`config.mk`:
```
export PLATFORM = sky130hd
export DESIGN_NAME = score_controller_flat
export DESIGN_NICKNAME = d
export VERILOG_FILES = /design/src/rtl/score_controller_pkg.sv /design/src/rtl/score_controller_if.sv /design/src/rtl/score_controller_rr_arbiter.sv /design/src/rtl/score_controller.sv /design/src/flat_wrapper.sv
export SDC_FILE = /design/constraint.sdc
export NUM_CORES = 1
export LEC_CHECK = 0
export CELL_PAD_IN_SITES_DETAIL_PLACEMENT = 0
export CELL_PAD_IN_SITES_GLOBAL_PLACEMENT = 2
export CORE_MARGIN = 2
export CORE_UTILIZATION = 28
export CTS_BUF_LIST = sky130_fd_sc_hd__clkbuf_2 sky130_fd_sc_hd__clkbuf_4 sky130_fd_sc_hd__clkbuf_8
export CTS_CLUSTER_DIAMETER = 30
export DETAILED_ROUTE_END_ITERATION = 10
export PLACE_DENSITY = 0.79
export SETUP_SLACK_MARGIN = 0.4
export SLEW_MARGIN = 20
export SYNTH_ARGS = -nofsm -noshare
export SYNTH_HDL_FRONTEND = slang
export SYNTH_HIERARCHICAL = 1
export SYNTH_SLANG_ARGS = --single-unit
```
`constraint.sdc`:
```
create_clock -name clk -period 4.4 [get_ports clk]
set_input_delay 0.44 -clock clk [delete_from_list [all_inputs] [get_ports clk]]
set_output_delay 0.44 -clock clk [all_outputs]
set_load 0.01 [all_outputs]
```
`src/rtl/score_controller_pkg.sv`:
```
// Shared score-keeping definitions: game state encodings and a saturating
// two-digit BCD adder reused by the scoring blocks.
package score_defs;

    typedef enum logic [1:0] {
        ST_IDLE      = 2'd0,
        ST_PLAYING   = 2'd1,
        ST_DYING     = 2'd2,
        ST_GAME_OVER = 2'd3
    } game_state_t;

    localparam logic [3:0] BCD_MAX = 4'd9;

    // Returns {tens, ones}; point nibbles above 9 count as 9 and the score sticks at 99.
    function automatic logic [7:0] bcd_add_sat(input logic [3:0] tens,
                                               input logic [3:0] ones,
                                               input logic [3:0] pts);
        logic [3:0] pts_c;
        logic [4:0] sum;
        logic [4:0] wrapped;
        logic [3:0] new_ones;
        logic       carry;
        pts_c   = (pts > BCD_MAX) ? BCD_MAX : pts;
        sum     = {1'b0, ones} + {1'b0, pts_c};
        wrapped = sum - 5'd10;
        if (sum > 5'd9) begin
            new_ones = wrapped[3:0];
            carry    = 1'b1;
        end else begin
            new_ones = sum[3:0];
            carry    = 1'b0;
        end
        if (carry && (tens >= BCD_MAX))
            bcd_add_sat = {BCD_MAX, BCD_MAX};
        else
            bcd_add_sat = {tens + {3'b000, carry}, new_ones};
    endfunction

endpackage

```
`src/rtl/score_controller_if.sv`:
```
// Hit bus between the game objects (master) and the score controller (slave).
interface score_controller_if #(
    parameter int NUM_SRC = 4
);
    logic [NUM_SRC-1:0]   hit_req;
    logic [4*NUM_SRC-1:0] hit_pts;
    logic [NUM_SRC-1:0]   hit_ack;

    modport master (output hit_req, output hit_pts, input hit_ack);
    modport slave  (input hit_req, input hit_pts, output hit_ack);
endinterface

```
`src/rtl/score_controller_rr_arbiter.sv`:
```
// Round-robin arbiter: combinational one-hot grant searching upward from the
// pointer, which moves past the winner whenever a grant is taken.
module rr_arbiter #(
    parameter int N = 4
) (
    input  logic         clk,
    input  logic         reset,
    input  logic [N-1:0] req,
    input  logic         advance,
    output logic [N-1:0] grant,
    output logic         valid
);
    localparam int PW = (N > 1) ? $clog2(N) : 1;

    logic [PW-1:0] ptr;
    logic [PW-1:0] grant_idx;

    // Search from the far end down so the candidate closest to ptr wins.
    always_comb begin
        grant     = '0;
        valid     = 1'b0;
        grant_idx = '0;
        for (int k = N - 1; k >= 0; k--) begin
            if (req[PW'((int'(ptr) + k) % N)]) begin
                valid     = 1'b1;
                grant_idx = PW'((int'(ptr) + k) % N);
            end
        end
        if (valid)
            grant[grant_idx] = 1'b1;
    end

    always_ff @(posedge clk) begin
        if (reset)
            ptr <= '0;
        else if (advance && valid)
            ptr <= (int'(grant_idx) == N - 1) ? '0 : grant_idx + 1'b1;
    end

endmodule

```
`src/rtl/score_controller.sv`:
```
// Game score/lives sequencer: arbitrates hit events into a shared BCD adder
// and runs the idle / play / death-delay / game-over sequence.
module score_controller
    import score_defs::*;
#(
    parameter int NUM_SRC      = 4,
    parameter int START_LIVES  = 3,
    parameter int DEATH_FRAMES = 60
) (
    input  logic               clk,
    input  logic               reset,
    input  logic               start,
    input  logic               frame_tick,
    input  logic               miss,
    score_controller_if.slave  hit_bus,
    output logic [3:0]         score0,
    output logic [3:0]         score1,
    output logic [3:0]         lives,
    output logic [1:0]         state,
    output logic               serve
);
    game_state_t        cur_state;
    logic [NUM_SRC-1:0] pending;
    logic [NUM_SRC-1:0] grant;
    logic [NUM_SRC-1:0] ack_q;
    logic               grant_valid;
    logic               playing;
    logic [7:0]         death_timer;
    logic [3:0]         grant_pts;
    logic [7:0]         next_score;

    assign playing          = (cur_state == ST_PLAYING);
    assign state            = cur_state;
    assign hit_bus.hit_ack  = ack_q;

    rr_arbiter #(.N(NUM_SRC)) u_arb (
        .clk     (clk),
        .reset   (reset),
        .req     (pending),
        .advance (playing),
        .grant   (grant),
        .valid   (grant_valid)
    );

    always_comb begin
        grant_pts = '0;
        for (int i = 0; i < NUM_SRC; i++)
            if (grant[i])
                grant_pts = hit_bus.hit_pts[4*i +: 4];
    end

    assign next_score = bcd_add_sat(score1, score0, grant_pts);

    // A grant in the miss cycle still scores; a new request in that cycle is dropped.
    always_ff @(posedge clk) begin
        if (reset) begin
            cur_state   <= ST_IDLE;
            score0      <= 4'd0;
            score1      <= 4'd0;
            lives       <= 4'(START_LIVES);
            ack_q       <= '0;
            serve       <= 1'b0;
            pending     <= '0;
            death_timer <= 8'd0;
        end else begin
            ack_q <= '0;
            serve <= 1'b0;
            case (cur_state)
                ST_IDLE, ST_GAME_OVER: begin
                    if (start) begin
                        cur_state <= ST_PLAYING;
                        score0    <= 4'd0;
                        score1    <= 4'd0;
                        lives     <= 4'(START_LIVES);
                        pending   <= '0;
                        serve     <= 1'b1;
                    end
                end
                ST_PLAYING: begin
                    if (grant_valid) begin
                        {score1, score0} <= next_score;
                        ack_q            <= grant;
                    end
                    if (miss) begin
                        cur_state   <= ST_DYING;
                        if (lives != 4'd0)
                            lives <= lives - 4'd1;
                        pending     <= '0;
                        death_timer <= 8'(DEATH_FRAMES);
                    end else begin
                        pending <= (pending & ~grant) | hit_bus.hit_req;
                    end
                end
                ST_DYING: begin
                    if (death_timer == 8'd0) begin
                        if (lives == 4'd0) begin
                            cur_state <= ST_GAME_OVER;
                        end else begin
                            cur_state <= ST_PLAYING;
                            serve     <= 1'b1;
                        end
                    end else if (frame_tick) begin
                        death_timer <= death_timer - 8'd1;
                    end
                end
                default: cur_state <= ST_IDLE;
            endcase
        end
    end

endmodule

```
`src/flat_wrapper.sv`:
```
// flat-port wrapper written by rule: the top's interface ports become plain ports
module score_controller_flat import score_defs::*;
#(
    parameter int NUM_SRC      = 4,
    parameter int START_LIVES  = 3,
    parameter int DEATH_FRAMES = 60
)
  (clk, reset, start, frame_tick, miss, score0, score1, lives, state, serve, hit_bus_hit_req, hit_bus_hit_pts, hit_bus_hit_ack);
  score_controller_if #(.NUM_SRC(NUM_SRC)) hit_bus_i ();
  input  logic clk;
  input  logic reset;
  input  logic start;
  input  logic frame_tick;
  input  logic miss;
  output logic [3:0] score0;
  output logic [3:0] score1;
  output logic [3:0] lives;
  output logic [1:0] state;
  output logic serve;
  input wire logic [$bits(hit_bus_i.hit_req)-1:0] hit_bus_hit_req;
  input wire logic [$bits(hit_bus_i.hit_pts)-1:0] hit_bus_hit_pts;
  output wire logic [$bits(hit_bus_i.hit_ack)-1:0] hit_bus_hit_ack;
  assign hit_bus_i.hit_req = hit_bus_hit_req;
  assign hit_bus_i.hit_pts = hit_bus_hit_pts;
  assign hit_bus_hit_ack = hit_bus_i.hit_ack;
  score_controller #(.NUM_SRC(NUM_SRC), .START_LIVES(START_LIVES), .DEATH_FRAMES(DEATH_FRAMES)) u_core (.clk(clk), .reset(reset), .start(start), .frame_tick(frame_tick), .miss(miss), .hit_bus(hit_bus_i), .score0(score0), .score1(score1), .lives(lives), .state(state), .serve(serve));
endmodule
```
==> impl_metrics.env, run 1 <==
export IMPL_status="complete, no violations"
export IMPL_power_w=0.000874
export IMPL_initial_core_util_pct=28.7
export IMPL_fin_ws_ps=48.9
export IMPL_fin_skew_ps=5.02
export IMPL_critPathKind="reg2reg"
export IMPL_core_area_sq_um=7690
export IMPL_synth_seq_cells=33
export IMPL_mostFrequentLayoutCells="clkdlybuf4s50_1 (43), dfxtp_1 (29), buf_4 (27), nand2_1 (18), nor2_1 (18)"
export IMPL_start_kind="register"
export IMPL_io_pins=44
export IMPL_synthFlopType="dfxtp_1"
export IMPL_crit_fanout=7
export IMPL_rows=32
export IMPL_route_detailed_drc=0
export IMPL_synthCells=261
export IMPL_nFillCells=800
export IMPL_drv_slew=0
export IMPL_fin_nets=373
export IMPL_hold_ws_ps=483
export IMPL_period_minus_slack_ps=4350
export IMPL_dp_cells=415
export IMPL_clk_latency_ps=280
export IMPL_slew_headroom_pct=62.7
export IMPL_ff2ff_path_depth=22
export IMPL_cts_tree="built"
export IMPL_cts_root_buf="clkbuf_8"
export IMPL_post_place_ws_ps=-53.5
export IMPL_ys_types=63
export IMPL_drt_iter0_markers=70
export IMPL_cts_reportedPaths_clkPinSlew_ps=70
export IMPL_irDropWorstVdd_mv=0.110
export IMPL_period_share_pct=98.9
export IMPL_cp_required_ps=4590
export IMPL_cp_end_kind="register"
export IMPL_clockBufferDepth=2
export IMPL_portBuffers=43
export IMPL_syn_to_final_growth_pct=43.6
export IMPL_worst_slew_pin_transition_ps=555
export IMPL_crit_path_top_delay_cell="fa_2"
export IMPL_layout_commonest_cell="clkdlybuf4s50_1"
export IMPL_fin_cells=432
export IMPL_vias=2167
export IMPL_clock_fmax_mhz=230
export IMPL_htreeDepth=2
export IMPL_grt_antenna_before_repair=0
export IMPL_holdBufCountCts=0
export IMPL_diodes=0
export IMPL_leakage_nw=1.22
export IMPL_post_route_util_pct=41.2
export IMPL_setup_viol=0
export IMPL_synth_async_sr_flop_share_pct=0
export IMPL_arrival_ps=4540
export IMPL_die_area_sq_um=8600
export IMPL_synth_nets=304
export IMPL_grt_pass1_wl_mm=9.98
export IMPL_hold_viol_final=0
export IMPL_grt_pass1_vias=2129
export IMPL_hold_path_depth=2
export IMPL_gp_congestion=0.779
export IMPL_p_per_area_nw_per_um2=276
export IMPL_cts_sinks=33
export IMPL_worst_path_largest_cell_delay_ps=400
export IMPL_hold_path_class="reg2reg"
export IMPL_routed_wl_mm=5.93
export IMPL_grt_max_degree=28
export IMPL_avgSynthCellArea_sq_um=8.44
export IMPL_antenna_left=0
export IMPL_yosys_warnings=6
export IMPL_crit_top_cell="buf_4"
export IMPL_cts_inserted_buffers=5
export IMPL_synth_edff_count=0
export IMPL_rsz0062_at_grt="yes"
export IMPL_die_w_microns=92.7
export IMPL_avgViaCountPerCell=5.02
export IMPL_synth_seq_area_share_pct=30.0
export IMPL_grt_use_total_pct=14.2
export IMPL_drtPass1Iterations=4
export IMPL_synth_area_sq_um=2200
export IMPL_crit_chain="or3b_1, o221a_4, inv_2, ha_2, and2_4, nor2b_4, a221oi_2, o31a_1, buf_4, or2_2, fa_2, xor2_2, ha_4, nor2b_4, a31o_1, o311ai_4, ha_4, buf_4, buf_4, a31oi_1, o21ai_1, a311oi_1"
export IMPL_wl_per_cell_microns=13.7
export IMPL_dpl_hpwl_mm=4.37
export IMPL_grt_overflow_total=0
export IMPL_drive_gt1_share_pct=23.0
export IMPL_maxCapViolCount=0
export IMPL_dieHeight_microns=92.7
-- flip-flops by register name (all words and copies together), names as in the netlist --
signal	flops
u_core/death_timer	8
u_core/state	2
u_core/hit_bus.hit_ack	4
u_core/pending	4
u_core/score0	4
u_core/lives	4
u_core/serve	1
u_core/score1	4
u_core/u_arb/ptr	2
-- cell type report --
type                    instances  area (sq um)  share of cell area [%]
flip-flops and latches         33           668                    21.1
inverters                      19          71.3                    2.25
clock buffers                   7          90.1                    2.85
repair buffers                 72           656                    20.7
multi-input cells             199          1550                    49.0
well taps                     102           128                    4.03
-- per-stage QoR --
step                      TNS [ps]  instance area, sq um
final                            0                  3160
after global routing          -396                  3160
after CTS                        0                  3120
after detailed placement     -53.5                  2910
after global placement       -45.5                  2910
after floorplan              -52.9                  2270
-- final timing paths --
kind | from | to | slack, ps
worst max-delay path | u_core/pending[1]$_SDFFE_PP0P_ | u_core/score1[3]$_SDFFE_PP0P_ | 50
worst min-delay path | u_core/death_timer[7]$_SDFFE_PP0P_ | u_core/death_timer[7]$_SDFFE_PP0P_ | 480
worst max register to register | u_core/pending[1]$_SDFFE_PP0P_ | u_core/score1[3]$_SDFFE_PP0P_ | 50
worst min register to register | u_core/death_timer[7]$_SDFFE_PP0P_ | u_core/death_timer[7]$_SDFFE_PP0P_ | 480
-- what timing repair did --
action                                 CTS  global route
setup buffers                            6             4
setup endpoints to repair                7             8
endpoints found under the hold margin    0             0
pin swaps                                9             4
resized for setup                       18             4
-- worst max-delay path, delay by kind of cell (launching register included) --
family	cells	cell delay, ps
compound gates	8	1220
fa+ha+maj	4	920
flops	1	350
simple gates	5	1120
buf+inv	4	440
xor+xnor	1	220
-- cells by family (layout without fill, tap and decap cells) --
logic type / count (synthesis) / count (layout) / synth area share, %
xor gates and xnor gates: 4 / 4 / 1.59
DFF: 33 / 33 / 30.0
adders and majority gates: 18 / 18 / 10.6
buffers and inverters: 29 / 98 / 5.79
AOI/OAI and AO/OA: 83 / 83 / 27.6
and+or+nand+nor: 87 / 87 / 21.2
muxes: 7 / 7 / 3.29
-- report_power, final --
part | internal [W] | switching (W) | leakage [nW]
sequential | 0.000313 | 0.0000177 | 0.270
clock | 0.000130 | 0.000108 | 0.0477
combinational | 0.000149 | 0.000155 | 0.907
total | 0.000593 | 0.000281 | 1.22
-- cells in the mapped netlist (all sizes together), types with 6 or more instances --
master,instances,area (sq um)
a21oi,19,95.1
a311oi,6,52.6
and2,9,58.8
dfxtp,33,661
ha,17,213
inv,19,71.3
nand2,19,73.8
nor2,18,67.6
nor2b,9,56.3
nor3,6,30.0
o21ai,18,101
-- metal layers --
metal	vias to the layer above	global-route usage (%)	wire [microns]
li1	1101	-	-
met1	1030	18.3	2840
met5	-	0	0
met3	2	3.09	177
met2	34	24.7	2880
met4	0	2.94	38
No activity file was read; power rests on OpenSTA's default activity.
==> inputs of run 2 (changes only) <==
--- a/config.mk
+++ b/config.mk
@@ -12,7 +12,7 @@
 export CTS_BUF_LIST = sky130_fd_sc_hd__clkbuf_2 sky130_fd_sc_hd__clkbuf_4 sky130_fd_sc_hd__clkbuf_8
 export CTS_CLUSTER_DIAMETER = 30
 export DETAILED_ROUTE_END_ITERATION = 10
-export PLACE_DENSITY = 0.79
+export PLACE_DENSITY_LB_ADDON = 0.25
 export SETUP_SLACK_MARGIN = 0.4
 export SLEW_MARGIN = 20
 export SYNTH_ARGS = -nofsm -noshare
==> impl_metrics.env, run 2 (same netlist as run 1, synthesis figures left out) <==
export IMPL_cp_required_ps=4570
export IMPL_start_kind="register"
export IMPL_grt_use_total_pct=14.3
export IMPL_grt_overflow_total=0
export IMPL_crit_fanout=7
export IMPL_core_area_sq_um=7690
export IMPL_dp_cells=420
export IMPL_setup_viol=0
export IMPL_cts_sinks=33
export IMPL_worst_slew_pin_transition_ps=626
export IMPL_arrival_ps=4560
export IMPL_gp_congestion=0.742
export IMPL_cts_root_buf="clkbuf_8"
export IMPL_p_per_area_nw_per_um2=274
export IMPL_htreeDepth=2
export IMPL_drive_gt1_share_pct=24.3
export IMPL_power_w=0.000879
export IMPL_layout_commonest_cell="clkdlybuf4s50_1"
export IMPL_slew_headroom_pct=58.0
export IMPL_cts_reportedPaths_clkPinSlew_ps=70
export IMPL_initial_core_util_pct=28.7
export IMPL_cts_inserted_buffers=5
export IMPL_hold_path_class="reg2reg"
export IMPL_period_share_pct=99.6
export IMPL_grt_pass1_vias=2130
export IMPL_largest_reg_flops=8
export IMPL_leakage_nw=1.21
export IMPL_clk_latency_ps=280
export IMPL_rsz0062_at_grt="yes"
export IMPL_regArea_sq_um=673
export IMPL_irDropWorstVdd_mv=0.135
export IMPL_status="complete, no violations"
export IMPL_syn_to_final_growth_pct=45.4
export IMPL_clockBufferDepth=2
export IMPL_rows=32
export IMPL_cp_end_kind="register"
export IMPL_cts_tree="built"
export IMPL_crit_path_top_delay_cell="or3b_1"
export IMPL_fin_nets=372
export IMPL_diodes=0
export IMPL_dpl_hpwl_mm=4.55
export IMPL_io_pins=44
export IMPL_portBuffers=43
export IMPL_die_w_microns=92.7
export IMPL_grt_pass1_wl_mm=9.88
export IMPL_hold_viol_final=0
export IMPL_stdcell_area_sq_um=3200
export IMPL_fin_skew_ps=4.09
export IMPL_wl_per_cell_microns=14.3
export IMPL_clock_fmax_mhz=228
export IMPL_dieHeight_microns=92.7
export IMPL_avgViaCountPerCell=4.98
export IMPL_mostFrequentLayoutCells="clkdlybuf4s50_1 (43), dfxtp_1 (29), buf_4 (27), nand2_1 (18), nor2_1 (18)"
export IMPL_antenna_left=0
export IMPL_vias=2148
export IMPL_placement_cell_area_sq_um=2950
export IMPL_drtPass1Iterations=4
export IMPL_crit_top_cell="ha_4"
export IMPL_routed_wl_mm=6.14
export IMPL_worst_path_largest_cell_delay_ps=400
export IMPL_grt_max_degree=28
export IMPL_route_detailed_drc=0
export IMPL_crit_chain="or3b_1, o221a_4, inv_2, ha_2, and2_4, nor2b_4, a221oi_2, o31a_1, nand2_1, a221o_1, ha_2, inv_2, fa_2, xor2_4, ha_4, nor2b_4, a31o_1, o311ai_4, ha_4, ha_4, nor3b_2, a22o_1"
export IMPL_maxCapViolCount=0
export IMPL_critPathKind="reg2reg"
export IMPL_hold_ws_ps=495
export IMPL_nFillCells=789
export IMPL_drt_iter0_markers=59
export IMPL_grt_antenna_before_repair=0
export IMPL_multi_input_area_sq_um=1590
export IMPL_period_minus_slack_ps=4380
export IMPL_drv_slew=0
export IMPL_regMostFlops="u_core/death_timer"
export IMPL_fin_cells=431
export IMPL_die_area_sq_um=8600
## run 2: cell types whose count changed in the layout (fill, tap and decap cells not counted), sizes merged
cell | before | now
buf | 29 | 28
## run 2: critical path: cells and delay by family, from the launching register on
kind,cells,cell delay [ps]
and+or+nand+nor,6,1010
buffers and inverters,2,100
xor gates and xnor gates,1,180
DFF,1,370
AOI/OAI and AO/OA,7,1320
adders and majority gates,6,1280
## run 2: worst paths after layout
check / startpoint / endpoint / slack, ps / depth (start not counted)
worst min register to register: u_core/death_timer[7]$_SDFFE_PP0P_ / u_core/death_timer[7]$_SDFFE_PP0P_ / 500 / 2
worst min-delay path: u_core/death_timer[7]$_SDFFE_PP0P_ / u_core/death_timer[7]$_SDFFE_PP0P_ / 500 / 2
worst max-delay path: u_core/pending[1]$_SDFFE_PP0P_ / u_core/score1[1]$_SDFFE_PP0P_ / 20 / 22
worst max register to register: u_core/pending[1]$_SDFFE_PP0P_ / u_core/score1[1]$_SDFFE_PP0P_ / 20 / 22
## run 2: cell type report
| cell class | count | share of cell area (%) |
|---|---|---|
| inverter | 19 | 2.23 |
| tap | 102 | 3.98 |
| sequential | 33 | 21.0 |
| timing repair buffer | 71 | 20.2 |
| clock buffer | 7 | 2.81 |
| multi-input combinational | 199 | 49.7 |
## run 2: power by group
part           total (W)  switching [W]  internal [W]
sequential      0.000331      0.0000180      0.000313
clock           0.000242       0.000111      0.000130
combinational   0.000307       0.000157      0.000149
## run 2: repair_timing
| action | 4_1_cts | 5_1_grt |
|---|---|---|
| hold buffers | 0 | 0 |
| buffers inserted | 2 | 2 |
| pin swaps | 8 | 8 |
| gates resized for setup | 18 | 13 |
| endpoints found under the setup margin | 7 | 8 |
## run 2: per-stage QoR
stage | utilization (%) | TNS [ps] | setup slack, ps
global route | 41.7 | -544 | -138
CTS | 40.8 | 0 | 79.6
floorplan | - | -52.9 | -52.9
finish | 41.7 | 0 | 16.5
detailed placement | 38.4 | -139 | -90.5
global placement | 38.4 | -57.8 | -51.3
## run 2: layer usage
metal / up-vias / routed length (microns) / global-route usage [%]
li1: 1097 / - / -
met1: 1016 / 2890 / 17.8
met2: 31 / 3030 / 25.4
met3: 4 / 171 / 2.85
met4: 0 / 48 / 3.31
met5: - / 0 / 0
==> inputs of run 3 (changes only) <==
--- a/config.mk
+++ b/config.mk
@@ -19,3 +19,4 @@
 export SYNTH_HDL_FRONTEND = slang
 export SYNTH_HIERARCHICAL = 1
 export SYNTH_SLANG_ARGS = --single-unit
+export TNS_END_PERCENT = 20
==> impl_metrics.env, run 3 (same netlist as run 1, synthesis figures left out) <==
export IMPL_portBuffers=43
export IMPL_crit_path_top_delay_cell="fa_2"
export IMPL_cts_inserted_buffers=5
export IMPL_period_minus_slack_ps=4440
export IMPL_fin_skew_ps=8.56
export IMPL_initial_core_util_pct=28.7
export IMPL_cts_sinks=33
export IMPL_maxCapViolCount=0
export IMPL_dpl_hpwl_mm=4.40
export IMPL_placement_cell_area_sq_um=2920
export IMPL_worst_path_largest_cell_delay_ps=460
export IMPL_cts_reportedPaths_clkPinSlew_ps=70
export IMPL_clk_latency_ps=280
export IMPL_drive_gt1_share_pct=22.0
export IMPL_cp_required_ps=4580
export IMPL_drt_iter0_markers=53
export IMPL_routed_wl_mm=5.83
export IMPL_fin_ws_ps=-42.6
export IMPL_drtPass1Iterations=4
export IMPL_grt_antenna_before_repair=0
export IMPL_hold_viol_final=0
export IMPL_cp_end_kind="register"
export IMPL_gp_congestion=0.747
export IMPL_diodes=0
export IMPL_start_kind="register"
export IMPL_regMostFlops="u_core/death_timer"
export IMPL_setup_viol=1
export IMPL_fin_nets=370
export IMPL_grt_overflow_total=0
export IMPL_clock_fmax_mhz=225
export IMPL_grt_pass1_wl_mm=9.70
export IMPL_slew_headroom_pct=62.8
export IMPL_irDropWorstVdd_mv=0.128
export IMPL_avgViaCountPerCell=4.92
export IMPL_leakage_nw=1.22
export IMPL_period_share_pct=101
export IMPL_crit_buf_inv=2
export IMPL_p_per_area_nw_per_um2=295
export IMPL_die_area_sq_um=8600
export IMPL_grt_use_total_pct=14.0
export IMPL_crit_chain="mux2i_2, o221a_4, inv_2, ha_2, and2_4, nor2b_4, a221oi_2, o31a_1, nand2_1, a221o_1, ha_2, inv_2, fa_2, ha_4, nor2b_1, a31o_1, o311ai_4, ha_2, ha_1, nor3b_2, a22o_1"
export IMPL_wl_per_cell_microns=13.6
export IMPL_critPathTopFamily="compound AO/OA/AOI/OAI gates"
export IMPL_fin_cells=430
export IMPL_route_detailed_drc=0
export IMPL_fin_tns_setup_ps=-42.6
export IMPL_critPathKind="reg2reg"
export IMPL_rows=32
export IMPL_io_pins=44
export IMPL_rsz0062_at_grt="yes"
export IMPL_dp_cells=416
export IMPL_crit_fanout=5
export IMPL_syn_to_final_growth_pct=43.3
export IMPL_core_area_sq_um=7690
export IMPL_dieHeight_microns=92.7
export IMPL_stdcell_area_sq_um=3160
export IMPL_cts_tree="built"
export IMPL_layout_commonest_cell="clkdlybuf4s50_1"
export IMPL_worst_slew_pin_transition_ps=554
export IMPL_clockBufferDepth=2
export IMPL_vias=2116
export IMPL_mostFrequentLayoutCells="clkdlybuf4s50_1 (43), dfxtp_1 (29), buf_4 (25), a21oi_1 (19)"
export IMPL_hold_path_class="reg2reg"
export IMPL_die_w_microns=92.7
export IMPL_holdBufCountCts=0
export IMPL_status="finished, violations left"
export IMPL_grt_max_degree=28
export IMPL_drv_slew=0
export IMPL_violations="negative setup slack"
export IMPL_cts_root_buf="clkbuf_8"
export IMPL_arrival_ps=4620
export IMPL_crit_top_cell="ha_2"
export IMPL_htreeDepth=2
export IMPL_antenna_left=0
export IMPL_largest_reg_flops=8
export IMPL_grt_pass1_vias=2064
## run 3: cell types whose count changed in the layout (fill, tap and decap cells not counted), moves of 2 or more
| cell | delta |
|---|---|
| a21oi_1 | +3 |
| a21oi_2 | -3 |
| buf_4 | -2 |
| ha_1 | +2 |
| ha_4 | -2 |
## run 3: per-stage QoR
stage	worst slack [ps]	total power, W	hold WS (ps)	utilization (%)
after floorplan	-53.3	0.000525	457	-
after global placement	-32.7	0.000618	477	37.9
after detailed placement	-83.2	0.000617	482	37.9
after CTS	25.5	0.000940	494	40.3
after global routing	-207	0.000997	545	41.1
final	-42.6	0.000932	493	41.1
## run 3: cell type report
class / instances / area (sq um)
clock inverter: 1 / 30.0
multi-input combinational: 199 / 1540
tap: 102 / 128
fill: 792 / 4530
clock buffer: 7 / 90.1
timing repair buffer: 69 / 629
inverter: 19 / 71.3
sequential: 33 / 673
## run 3: timing repair
action | CTS | global route
resized for setup | 11 | 11
endpoints found under the setup margin | 8 | 8
setup buffers | 4 | 2
pin swaps | 6 | 7
## run 3: final timing paths
check,from,endpoint,slack [ps],cells after the start
worst max register to register,u_core/u_arb/ptr[1]$_SDFFE_PP0P_,u_core/score1[1]$_SDFFE_PP0P_,-40,21
worst max-delay path,u_core/u_arb/ptr[1]$_SDFFE_PP0P_,u_core/score1[1]$_SDFFE_PP0P_,-40,21
worst min-delay path,u_core/death_timer[7]$_SDFFE_PP0P_,u_core/death_timer[7]$_SDFFE_PP0P_,490,2
worst min register to register,u_core/death_timer[7]$_SDFFE_PP0P_,u_core/death_timer[7]$_SDFFE_PP0P_,490,2
## run 3: worst min-delay path, cell delays in order, from the launching register on
cell	delay (ps)
dfxtp_1	340
nand2_1	60
a21oi_1	50
## run 3: report_power, final
| group | total [W] | switching, W | internal, W |
|---|---|---|---|
| Combinational | 0.000298 | 0.000151 | 0.000147 |
| Sequential | 0.000331 | 0.0000181 | 0.000313 |
| Clock | 0.000303 | 0.000112 | 0.000191 |
| Total | 0.000932 | 0.000281 | 0.000650 |
## run 3: routing by layer
layer	global-route usage, %	part of all wire (%)
met3	2.93	2.4
met4	4.04	0.91
met1	17.6	49
met2	24.3	48
met5	0	0
